==> config.mk <==
export PLATFORM = sky130hd
export DESIGN_NAME = uart_tx_arbiter_flat
export DESIGN_NICKNAME = d
export VERILOG_FILES = /design/src/rtl/uart_tx_arbiter_if.sv /design/src/rtl/uart_tx_arbiter.sv /design/src/flat_wrapper.sv
export SDC_FILE = /design/constraint.sdc
export NUM_CORES = 1
export LEC_CHECK = 0
export CORE_MARGIN = 10
export CORE_UTILIZATION = 45
export CTS_CLUSTER_DIAMETER = 80
export CTS_CLUSTER_SIZE = 10
export DETAILED_ROUTE_END_ITERATION = 16
export GPL_ROUTABILITY_DRIVEN = 0
export PLACE_DENSITY_LB_ADDON = 0.05
export SYNTH_ARGS = -nofsm -noshare
export SYNTH_HDL_FRONTEND = slang
export SYNTH_SLANG_ARGS = --single-unit
==> constraint.sdc <==
create_clock -name clk -period 5.6 [get_ports clk]
set_input_delay 1.12 -clock clk [delete_from_list [all_inputs] [get_ports clk]]
set_output_delay 1.12 -clock clk [all_outputs]
set_load 0.01 [all_outputs]
==> src/rtl/uart_tx_arbiter_if.sv <==
// Handshake bundle between byte-stream requesters, the arbiter and one uart_tx.
// master drives requests and uart busy; slave is the arbiter side.
interface uart_tx_arbiter_if #(
    parameter int unsigned N_REQ = 2
);
    logic [N_REQ-1:0]   req;
    logic [8*N_REQ-1:0] data;
    logic [N_REQ-1:0]   last;
    logic [N_REQ-1:0]   ack;
    logic               grant_valid;
    logic [2:0]         grant_id;
    logic [7:0]         tx_data;
    logic               tx_start;
    logic               tx_busy;
    logic               timeout;

    modport master (
        output req, data, last, tx_busy,
        input  ack, grant_valid, grant_id, tx_data, tx_start, timeout
    );

    modport slave (
        input  req, data, last, tx_busy,
        output ack, grant_valid, grant_id, tx_data, tx_start, timeout
    );
endinterface

==> src/rtl/uart_tx_arbiter.sv <==
// Round-robin, frame-locked arbiter sharing one uart_tx between N_REQ byte streams.
// A holder keeps the transmitter until a byte tagged last completes or it stalls too long.
module uart_tx_arbiter #(
    parameter int unsigned N_REQ       = 2,
    parameter int unsigned HOLD_CYCLES = 1200
) (
    input logic              clk,
    input logic              reset,
    uart_tx_arbiter_if.slave bus
);
    localparam int unsigned IdW   = $clog2(N_REQ);
    localparam int unsigned HoldW = $clog2(HOLD_CYCLES);

    typedef enum logic [1:0] {StIdle, StSend, StWaitBusy, StWaitDone} state_e;

    state_e             state_q, state_d;
    logic [IdW-1:0]     grant_q, grant_d;
    logic [IdW-1:0]     last_winner_q, last_winner_d;
    logic               grant_valid_q, grant_valid_d;
    logic [HoldW-1:0]   hold_q, hold_d;
    logic [7:0]         tx_data_q, tx_data_d;
    logic               frame_last_q, frame_last_d;
    logic               tx_start_q, tx_start_d;
    logic               timeout_q, timeout_d;
    logic [N_REQ-1:0]   ack_q, ack_d;

    logic [7:0]         data_arr [N_REQ];
    logic [IdW-1:0]     cand;
    logic [IdW-1:0]     pick_id;
    logic               pick_valid;

    always_comb begin
        for (int unsigned i = 0; i < N_REQ; i++) begin
            data_arr[i] = bus.data[8*i +: 8];
        end
    end

    // Search starts one past the previous winner and wraps around.
    always_comb begin
        pick_valid = 1'b0;
        pick_id    = '0;
        cand       = '0;
        for (int unsigned i = 1; i <= N_REQ; i++) begin
            cand = IdW'((32'(last_winner_q) + i) % N_REQ);
            if (!pick_valid && bus.req[cand]) begin
                pick_valid = 1'b1;
                pick_id    = cand;
            end
        end
    end

    always_comb begin
        state_d       = state_q;
        grant_d       = grant_q;
        last_winner_d = last_winner_q;
        grant_valid_d = grant_valid_q;
        hold_d        = hold_q;
        tx_data_d     = tx_data_q;
        frame_last_d  = frame_last_q;
        tx_start_d    = 1'b0;
        timeout_d     = 1'b0;
        ack_d         = '0;

        unique case (state_q)
            StIdle: begin
                if (pick_valid) begin
                    grant_d       = pick_id;
                    grant_valid_d = 1'b1;
                    hold_d        = '0;
                    state_d       = StSend;
                end
            end
            StSend: begin
                if (bus.req[grant_q]) begin
                    // A busy transmitter is not a requester stall, so the hold count is frozen.
                    if (!bus.tx_busy) begin
                        tx_data_d      = data_arr[grant_q];
                        frame_last_d   = bus.last[grant_q];
                        tx_start_d     = 1'b1;
                        ack_d[grant_q] = 1'b1;
                        hold_d         = '0;
                        state_d        = StWaitBusy;
                    end
                end else if (hold_q == HoldW'(HOLD_CYCLES - 2)) begin
                    timeout_d     = 1'b1;
                    grant_valid_d = 1'b0;
                    last_winner_d = grant_q;
                    hold_d        = '0;
                    state_d       = StIdle;
                end else begin
                    hold_d = hold_q + 1'b1;
                end
            end
            StWaitBusy: begin
                if (bus.tx_busy) begin
                    state_d = StWaitDone;
                end
            end
            StWaitDone: begin
                if (!bus.tx_busy) begin
                    if (frame_last_q) begin
                        grant_valid_d = 1'b0;
                        last_winner_d = grant_q;
                        state_d       = StIdle;
                    end else begin
                        state_d = StSend;
                    end
                end
            end
            default: state_d = StIdle;
        endcase
    end

    always_ff @(posedge clk or negedge reset) begin
        if (!reset) begin
            state_q       <= StIdle;
            grant_q       <= '0;
            last_winner_q <= IdW'(N_REQ - 1);
            grant_valid_q <= 1'b0;
            hold_q        <= '0;
            tx_data_q     <= '0;
            frame_last_q  <= 1'b0;
            tx_start_q    <= 1'b0;
            timeout_q     <= 1'b0;
            ack_q         <= '0;
        end else begin
            state_q       <= state_d;
            grant_q       <= grant_d;
            last_winner_q <= last_winner_d;
            grant_valid_q <= grant_valid_d;
            hold_q        <= hold_d;
            tx_data_q     <= tx_data_d;
            frame_last_q  <= frame_last_d;
            tx_start_q    <= tx_start_d;
            timeout_q     <= timeout_d;
            ack_q         <= ack_d;
        end
    end

    assign bus.ack         = ack_q;
    assign bus.grant_valid = grant_valid_q;
    assign bus.grant_id    = 3'(grant_q);
    assign bus.tx_data     = tx_data_q;
    assign bus.tx_start    = tx_start_q;
    assign bus.timeout     = timeout_q;
endmodule

==> src/flat_wrapper.sv <==
// flat-port wrapper written by rule: the top's interface ports become plain ports
module uart_tx_arbiter_flat 
#(
    parameter int unsigned N_REQ       = 2,
    parameter int unsigned HOLD_CYCLES = 1200
)
  (clk, reset, bus_req, bus_data, bus_last, bus_tx_busy, bus_ack, bus_grant_valid, bus_grant_id, bus_tx_data, bus_tx_start, bus_timeout);
  uart_tx_arbiter_if #(.N_REQ(N_REQ)) bus_i ();
  input logic clk;
  input logic reset;
  input wire logic [$bits(bus_i.req)-1:0] bus_req;
  input wire logic [$bits(bus_i.data)-1:0] bus_data;
  input wire logic [$bits(bus_i.last)-1:0] bus_last;
  input wire logic [$bits(bus_i.tx_busy)-1:0] bus_tx_busy;
  output wire logic [$bits(bus_i.ack)-1:0] bus_ack;
  output wire logic [$bits(bus_i.grant_valid)-1:0] bus_grant_valid;
  output wire logic [$bits(bus_i.grant_id)-1:0] bus_grant_id;
  output wire logic [$bits(bus_i.tx_data)-1:0] bus_tx_data;
  output wire logic [$bits(bus_i.tx_start)-1:0] bus_tx_start;
  output wire logic [$bits(bus_i.timeout)-1:0] bus_timeout;
  assign bus_i.req = bus_req;
  assign bus_i.data = bus_data;
  assign bus_i.last = bus_last;
  assign bus_i.tx_busy = bus_tx_busy;
  assign bus_ack = bus_i.ack;
  assign bus_grant_valid = bus_i.grant_valid;
  assign bus_grant_id = bus_i.grant_id;
  assign bus_tx_data = bus_i.tx_data;
  assign bus_tx_start = bus_i.tx_start;
  assign bus_timeout = bus_i.timeout;
  uart_tx_arbiter #(.N_REQ(N_REQ), .HOLD_CYCLES(HOLD_CYCLES)) u_core (.clk(clk), .reset(reset), .bus(bus_i));
endmodule
==> run_results.csv, run 1 <==
group,metric,value,unit
run_status,outcome,"finished, final reports clean",
timing,hold_slack,0.5383,ns
global_route,grt_overflow,0,
setup_path,rr_worst_depth,4,
cts,cts_tree,"yes",
logic_synthesis,synth_cell_types,42,
layout,n_antenna_cell,0,
placed_design,dp_hpwl,2.690,mm
die,io-pin-count,39,
global_route,grt_pass1_vias,1310,
cts,numCtsBuffers,5,
routing,antenna_left,0,
die,start_util,45.99,%
layout,syn_to_final_growth,27.28,%
timing,rsz0062_at_grt,"false",
timing,fmax,0.3477,GHz
logic_synthesis,synth_flop_cell,"dfrtp_1",
logic_synthesis,avgSynthCellArea,9.577,µm²
timing,slew_headroom,29.36,%
global_route,grt_max_degree,30,
timing,period_minus_slack,2.876,ns
routing,drtPass1Iterations,4,
timing,final_max_slew_viol_count,0,
setup_path,worstPathArrival,1.76,ns
placed_design,port-buffer-count,36,
power,power.leakage,0.7851,nW
routing,drc,0,
setup_path,crit_type,"reg -> out",
cts,cts_root_buf,"clkbuf_4",
die,rows,21,
setup_path,cp.required,4.48,ns
timing,final.setup.tns,0,ns
logic_synthesis,async_flop_share,100.0,%
timing,fin_skew,0.01295,ns
global_route,grt_pass1_wl,6.265,mm
timing,finalCritPeriodShare,51.36,%
routing,drt-initial-drc-count,134,
routing,wl,3.666,mm
setup_path,timing.rr.start,"u_core.grant_q",
setup_path,start_kind,"register",
layout,final_nets,217,
logic_synthesis,ys_seq_elements,29,
setup_path,worstSetupEndpointType,"output pin",
timing,setup-violations-final,0,
logic_synthesis,synth_edf_count,0,
setup_path,path_buf_inv,1,
layout,drive_gt1_share,6.736,%
global_route,grt_use_total,12.45,%
routing,avgViaCountPerCell,5.444,
timing,tightestPinTransition,1.055,ns
setup_path,crit_path_cell_trace,"clkdlybuf4s50_1",
global_route,antenna_found_initial,0,
cts,cts_max_path_buffers,2,
cts,clk_latency,0.33,ns
run,maxCapViolations,0,
logic_synthesis,ys_seq_area_share,47.74,%
die,die_y,78.17,µm
worst_hold_path,min_to,"u_core.bus.tx_data[5]",
cts,clk_pin_slew,0.09,ns
die,dieArea,6111,µm²
cts,numClockSinks,29,
cts,hold_buffers,0,
routing,num_vias,1301,
logic_synthesis,syn_inst,159,
logic_synthesis,syn_area,1523,µm²
cts,cts_setup_buffers,0,
setup_path,regToRegSetupSlack,3.27,ns
timing,finalHoldViolCount,0,
routing,wl_per_cell,15.34,µm
worst_hold_path,holdCritPathClass,"reg -> reg",
setup_path,slowest_delay,0.77,ns
setup_path,slowest_stage,"dfrtp_1",
worst_hold_path,hold_depth,2,
setup_path,worst_path_dominant_cell_family,"flip-flops",
power,p_per_area,411.7,nW/µm²
cts,cts_htree_levels,2,
worst_hold_path,min_from,"u_core.bus.tx_data[5]",
setup_path,reg2reg_to,"u_core.hold_q[10]",
setup_path,crit_fanout,15,
power,ir_drop,0.2372,mV
die,die_w,78.17,µm
cts,cts_resized,0,
logic_synthesis,yosys_warnings,0,
die,core,3311,µm²
==> registers in the layout, indices dropped and copies added, names as in the netlist, named ones only <==
signal and count:
u_core.hold_q 11, u_core.bus.timeout 1, u_core.grant_q 1, u_core.bus.ack 2, u_core.last_winner_q 1, u_core.bus.grant_valid 1
u_core.bus.tx_data 8, u_core.bus.tx_start 1, u_core.frame_last_q 1, u_core.state_q 1
==> power breakdown <==
part           internal [mW]  switching (mW)
registers              0.274          0.0773
logic                  0.166           0.147
clock network         0.0619          0.0717
total                  0.502           0.296
==> layout make-up <==
type,count,area (µm²)
Fill cell,322,1373
Sequential cell,29,726.9
Tap cell,46,57.56
Timing Repair Buffer,37,367.9
Multi-Input combinational cell,116,715.7
Clock buffer,8,58.81
Inverter,3,11.26
==> synthesized netlist by cell type, types with 2 or more instances <==
cell type / number / area (µm²)
nor4_1: 2 / 12.51
buf_2: 2 / 10.01
ha_1: 2 / 25.02
nor4b_1: 2 / 17.52
dfrtp_1: 28 / 700.7
a31oi_1: 12 / 75.07
buf_4: 3 / 22.52
nand2_1: 13 / 48.80
a21oi_1: 10 / 50.05
nand3_1: 6 / 30.03
mux2_2: 2 / 22.52
and3_1: 2 / 12.51
nand3b_1: 5 / 37.54
mux2i_1: 9 / 90.09
inv_1: 3 / 11.26
o21ai_0: 6 / 30.03
nand2b_1: 2 / 12.51
or3_1: 2 / 12.51
nor2_1: 18 / 67.56
nand4_1: 2 / 12.51
clkbuf_1: 4 / 15.01
nor3_1: 2 / 10.01
o211ai_1: 3 / 22.52
==> logic make-up after synthesis <==
| family | Yosys count | share of synthesized area, % |
|---|---|---|
| and+or+nand+nor | 62 | 20.95 |
| AOI/OAI and AO/OA | 39 | 16.19 |
| DFF | 29 | 47.74 |
| buffers and inverters | 15 | 5.833 |
| muxes | 11 | 7.395 |
| adders and majority gates | 2 | 1.643 |
| other | 1 | 0.2463 |
==> placed cells by master, fill, tap and decap left out, drive strengths merged, types with 3 or more instances in the layout <==
cell type	instances
nand2	13
dfrtp	28
mux2i	9
nand3b	5
a21oi	10
o21ai	6
nand3	6
nor2	19
clkdlybuf4s50	36
a31oi	12
inv	3
clkbuf	8
o211ai	3
==> tightest hold or removal path, cell delays in order, from the launching register on <==
cell and delay [ns]:
dfrtp_1 0.35, nor2_1 0.05, a21oi_1 0.10
==> how the worst max path moves through the flow <==
stage                     slack, ns                    end           start  cells past startpoint
after floorplan                3.35       u_core.hold_q[2]      bus_req[1]                      3
after global routing           2.57    u_core.frame_last_q      bus_req[0]                      5
final                          2.72        bus_grant_id[0]  u_core.grant_q                      1
after global placement         2.49  u_core.bus.tx_data[0]      bus_req[0]                      4
after detailed placement       2.43  u_core.bus.tx_data[4]      bus_req[0]                      4
after CTS                      2.69        bus_grant_id[0]  u_core.grant_q                      1
==> stage by stage <==
stage | power, mW | cell area, µm² | utilization (%) | cells | worst slack, ns
detailed placement | 0.6729 | 1879 | 56.76 | 231 | 2.427
CTS | 0.8075 | 1938 | 58.54 | 239 | 2.687
global route | 0.8634 | 1938 | 58.54 | 239 | 2.570
floorplan | 0.5369 | 1526 | - | 160 | 3.352
finish | 0.7980 | 1938 | 58.54 | 239 | 2.724
global placement | 0.6597 | 1879 | 56.76 | 231 | 2.491
==> per-layer routing <==
| metal | track usage, % | routed length (µm) | part of all wire, % |
|---|---|---|---|
| met2 | 19.74 | 1719 | 47 |
| met4 | 3.226 | 40 | 1.1 |
| met1 | 15.17 | 1693 | 46 |
| met3 | 5.353 | 212 | 5.8 |
| met5 | 0 | 0 | 0 |
No activity file was read; power rests on OpenSTA's default activity.
==> inputs of run 2 (changes only) <==
==> constraint.sdc (replaced) <==
create_clock -name clk -period 2.9 [get_ports clk]
set_input_delay 0.58 -clock clk [delete_from_list [all_inputs] [get_ports clk]]
set_output_delay 0.58 -clock clk [all_outputs]
set_load 0.01 [all_outputs]
==> run_results.csv, run 2 (synthesis results as in run 1) <==
group,metric,value,unit
setup_path,worstSetupEndpointType,"output pin",
layout,postLayoutCellArea,1953,µm²
global_route,grt_pass1_vias,1294,
run_status,outcome,"finished, final reports clean",
setup_path,startpoint,"u_core.grant_q",
setup_path,crit_path_cell_trace,"clkdlybuf4s50_1",
layout,drive_gt1_share,8.673,%
cts,cts_root_buf,"clkbuf_4",
routing,num_vias,1302,
global_route,grt_use_total,11.94,%
power,p_per_area,789.8,nW/µm²
routing,drt-initial-drc-count,115,
cts,cts_max_path_buffers,2,
routing,wl_per_cell,14.65,µm
cts,clk_pin_slew,0.09,ns
cts,numClockSinks,29,
routing,antenna_left,0,
timing,period_minus_slack,2.365,ns
layout,n_antenna_cell,0,
setup_path,start_kind,"register",
setup_path,cp.required,2.32,ns
routing,avgViaCountPerCell,5.380,
die,rows,21,
timing,fin_skew,0.007629,ns
setup_path,slowest_stage,"dfrtp_1",
cts,clk_latency,0.33,ns
timing,final.setup.worst_slack,0.5347,ns
setup_path,worstPathArrival,1.79,ns
layout,syn_to_final_growth,28.27,%
setup_path,worst_path_dominant_cell_family,"flip-flops",
placed_design,dpl_worst_slack,0.5260,ns
layout,final_cell_mix,"clkdlybuf4s50_1 (36), dfrtp_1 (28), nor2_1 (18)",
setup_path,cp.depth,1,
placed_design,dp_hpwl,2.629,mm
routing,drtPass1Iterations,4,
setup_path,regToRegSetupSlack,0.77,ns
setup_path,slowest_delay,0.78,ns
global_route,grt_max_degree,30,
global_route,grt_overflow,0,
global_route,use_met3,4.670,%
global_route,grt_pass1_wl,6.058,mm
timing,finalCritPeriodShare,81.56,%
setup_path,crit_fanout,15,
setup_path,cp-endpoint,"bus_grant_id[0]",
timing,finalHoldViolCount,0,
setup_path,rr_worst_depth,4,
die,core,3311,µm²
setup_path,crit_type,"reg -> out",
layout,largest_reg_flops,11,
routing,wl,3.546,mm
worst_hold_path,holdCritPathClass,"reg -> reg",
placed_design,port-buffer-count,36,
setup_path,path_buf_inv,1,
cts,numCtsBuffers,5,
cts,hold_buffers,0,
die,die_y,78.17,µm
setup_path,reg2reg_to,"u_core.last_winner_q",
power,power,1.543,mW
power,ir_drop,0.3778,mV
layout,final_common_cell,"clkdlybuf4s50_1",
timing,fmax,0.4228,GHz
timing,tightestPinTransition,0.6734,ns
power,power.leakage,0.7998,nW
cts,cts_htree_levels,2,
layout,regMostFlops,"u_core.hold_q",
cts,cts_tree,"yes",
global_route,use_met2,17.52,%
cts,cts_resized,0,
timing,setup-violations-final,0,
routing,drc,0,
die,start_util,45.99,%
global_route,grtUsageMet1,15.31,%
placed_design,place_area,1902,µm²
global_route,gr-max-usage-layer,"met2",
layout,fillers,305,
setup_path,timing.rr.start,"u_core.grant_q",
die,dieArea,6111,µm²
die,io-pin-count,39,
layout,final_nets,220,
cts,cts_setup_buffers,0,
timing,final.setup.tns,0,ns
global_route,antenna_found_initial,0,
timing,slew_headroom,55.11,%
timing,final_max_slew_viol_count,0,
timing,rsz0062_at_grt,"false",
run,maxCapViolations,0,
die,die_w,78.17,µm
[run 2: final cells by class]
| type | instances | area, µm² | area share (%) |
|---|---|---|---|
| inverter | 3 | 11.26 | 0.5766 |
| tap | 46 | 57.56 | 2.947 |
| clock inverter | 2 | 10.01 | 0.5125 |
| sequential | 29 | 726.9 | 37.22 |
| multi-input combinational | 116 | 715.7 | 36.64 |
| clock buffer | 6 | 41.29 | 2.114 |
| timing repair buffer | 40 | 390.4 | 19.99 |
[run 2: power by group]
part / switching (mW) / internal (mW) / leakage, nW
Clock: 0.142 / 0.0921 / 0.0320
Sequential: 0.153 / 0.530 / 0.362
Combinational: 0.287 / 0.339 / 0.405
[run 2: worst min-delay path by stage]
| stage | slack (ns) | startpoint | endpoint | depth (start not counted) |
|---|---|---|---|---|
| after CTS | 0.54 | u_core.bus.tx_data[7] | u_core.bus.tx_data[7] | 2 |
| after floorplan | 0.28 | reset | async pin | 0 |
| after global placement | 0.51 | u_core.bus.tx_data[0] | u_core.bus.tx_data[0] | 2 |
| after global routing | 0.58 | u_core.hold_q[7] | u_core.hold_q[7] | 1 |
| final | 0.54 | u_core.bus.tx_data[7] | u_core.bus.tx_data[7] | 2 |
| after detailed placement | 0.52 | u_core.bus.tx_data[7] | u_core.bus.tx_data[7] | 2 |
[run 2: routing by layer]
metal	up-vias	routed length, µm
met1	608	1664
li1	647	-
met3	8	227
met2	39	1584
met5	-	0
met4	0	69
[run 2: stage by stage]
stage,hold WS (ns),std cells,utilization (%)
6_report,0.5368,242,58.99
5_1_grt,0.5779,242,58.99
4_1_cts,0.5389,242,58.99
3_5_place_dp,0.5165,234,57.45
3_3_place_gp,0.5146,234,57.45
2_1_floorplan,0.2844,160,-
==> inputs of run 3 (changes only) <==
==> constraint.sdc (replaced) <==
create_clock -name clk -period 2.4 [get_ports clk]
set_input_delay 0.48 -clock clk [delete_from_list [all_inputs] [get_ports clk]]
set_output_delay 0.48 -clock clk [all_outputs]
set_load 0.01 [all_outputs]
==> run_results.csv, run 3 (synthesis results as in run 1) <==
group,metric,value,unit
run_status,outcome,"finished, final reports clean",
power,power,1.907,mW
timing,finalCritPeriodShare,89.03,%
routing,num_vias,1345,
setup_path,reg2reg_to,"u_core.state_q[0]",
power,ir_drop,0.4984,mV
setup_path,timing.rr.start,"u_core.hold_q[8]",
die,start_util,45.99,%
routing,wl_per_cell,15.27,µm
power,p_per_area,965.5,nW/µm²
setup_path,worstSetupEndpointType,"register",
setup_path,slowest_stage,"or3_1",
cts,numClockSinks,29,
global_route,grt_overflow,0,
routing,drc,0,
run,maxCapViolations,0,
timing,slew_headroom,62.80,%
die,rows,21,
cts,hold_buffers,0,
cts,cts_tree,"yes",
setup_path,crit_fanout,17,
layout,n_antenna_cell,0,
timing,tightestPinTransition,0.5581,ns
layout,final_core_util,59.68,%
cts,clk_latency,0.33,ns
cts,numCtsBuffers,5,
setup_path,crit_path_cell_trace,"or4b_1 > or3_1 > a22oi_1 > o211ai_1",
setup_path,crit_type,"reg -> reg",
routing,wl,3.727,mm
timing,final.setup.tns,0,ns
cts,cts_resized,0,
layout,final_cell_mix,"clkdlybuf4s50_1 (36), dfrtp_1 (28), nor2_1 (18)",
routing,drtPass1Iterations,4,
global_route,grt_use_total,13.03,%
global_route,grt_max_degree,30,
cts,cts_setup_buffers,0,
timing,finalHoldViolCount,0,
cts,cts_root_buf,"clkbuf_4",
cts,clk_pin_slew,0.10,ns
routing,drt-initial-drc-count,147,
die,dieArea,6111,µm²
timing,final_max_slew_viol_count,0,
layout,final_common_cell,"clkdlybuf4s50_1",
layout,drive_gt1_share,9.091,%
global_route,grt_pass1_wl,6.417,mm
layout,regMostFlops,"u_core.hold_q",
timing,setup-violations-final,0,
layout,largest_reg_flops,11,
routing,antenna_left,0,
setup_path,start_kind,"register",
die,io-pin-count,39,
setup_path,worstPathArrival,2.33,ns
timing,fmax,0.4680,GHz
timing,fin_skew,0.01670,ns
timing,rsz0062_at_grt,"false",
die,die_w,78.17,µm
routing,avgViaCountPerCell,5.512,
cts,cts_max_path_buffers,2,
placed_design,port-buffer-count,36,
global_route,grt_pass1_vias,1317,
cts,cts_htree_levels,2,
layout,final_nets,222,
global_route,antenna_found_initial,0,
timing,period_minus_slack,2.137,ns
die,core,3311,µm²
setup_path,regToRegSetupSlack,0.26,ns
setup_path,cp.required,2.59,ns
setup_path,rr_worst_depth,4,
power,power.leakage,0.8099,nW
placed_design,dp_hpwl,2.785,mm
die,die_y,78.17,µm
layout,syn_to_final_growth,29.74,%
worst_hold_path,holdCritPathClass,"in -> async",
setup_path,slowest_delay,0.63,ns
[run 3: cell count changes in the layout (fill, tap and decap cells not counted), sizes merged]
cell,change
clkbuf,+2
clkinv,-2
buf,+2
[run 3: area by class of cell]
class | instances | area (µm²)
sequential | 29 | 726.9
multi-input combinational | 116 | 715.7
inverter | 3 | 11.26
fill | 322 | 1335
clock buffer | 8 | 58.81
timing repair buffer | 42 | 405.4
tap | 46 | 57.56
[run 3: through the flow]
| step | instances | worst slack (ns) | area (µm²) | hold slack (ns) |
|---|---|---|---|---|
| after detailed placement | 236 | 0.1733 | 1917 | 0.5238 |
| after global placement | 236 | 0.2944 | 1917 | 0.5106 |
| after global routing | 244 | 0.1643 | 1976 | 0.5236 |
| final | 244 | 0.2632 | 1976 | 0.5287 |
| after CTS | 244 | 0.2521 | 1976 | 0.5320 |
| after floorplan | 160 | 0.4915 | 1526 | 0.1844 |
[run 3: metal layers]
| layer | share of wire [%] | track usage, % |
|---|---|---|
| met4 | 0.97 | 3.943 |
| met2 | 49 | 21.05 |
| met5 | 0 | 0 |
| met3 | 6.4 | 6.264 |
| met1 | 44 | 14.96 |
[run 3: worst max-delay path, delay by kind of cell, from the launching register on]
| kind | cells | cell delay [ns] |
|---|---|---|
| simple gates | 2 | 1.22 |
| compound gates | 2 | 0.37 |
| flops | 1 | 0.43 |
[run 3: how the worst max path moves through the flow]
stage	slack, ns	end	start	depth (start not counted)
2_1_floorplan	0.49	u_core.hold_q[8]	u_core.hold_q[8]	6
3_3_place_gp	0.29	u_core.last_winner_q	bus_req[1]	5
3_5_place_dp	0.17	u_core.last_winner_q	bus_req[1]	5
4_1_cts	0.25	u_core.state_q[0]	u_core.hold_q[8]	4
5_1_grt	0.16	u_core.state_q[0]	u_core.hold_q[8]	4
6_report	0.26	u_core.state_q[0]	u_core.hold_q[8]	4
[run 3: where the power goes]
group	switching [mW]	leakage, nW	internal, mW
combinational	0.401	0.415	0.419
sequential	0.132	0.362	0.641
clock	0.169	0.0326	0.144
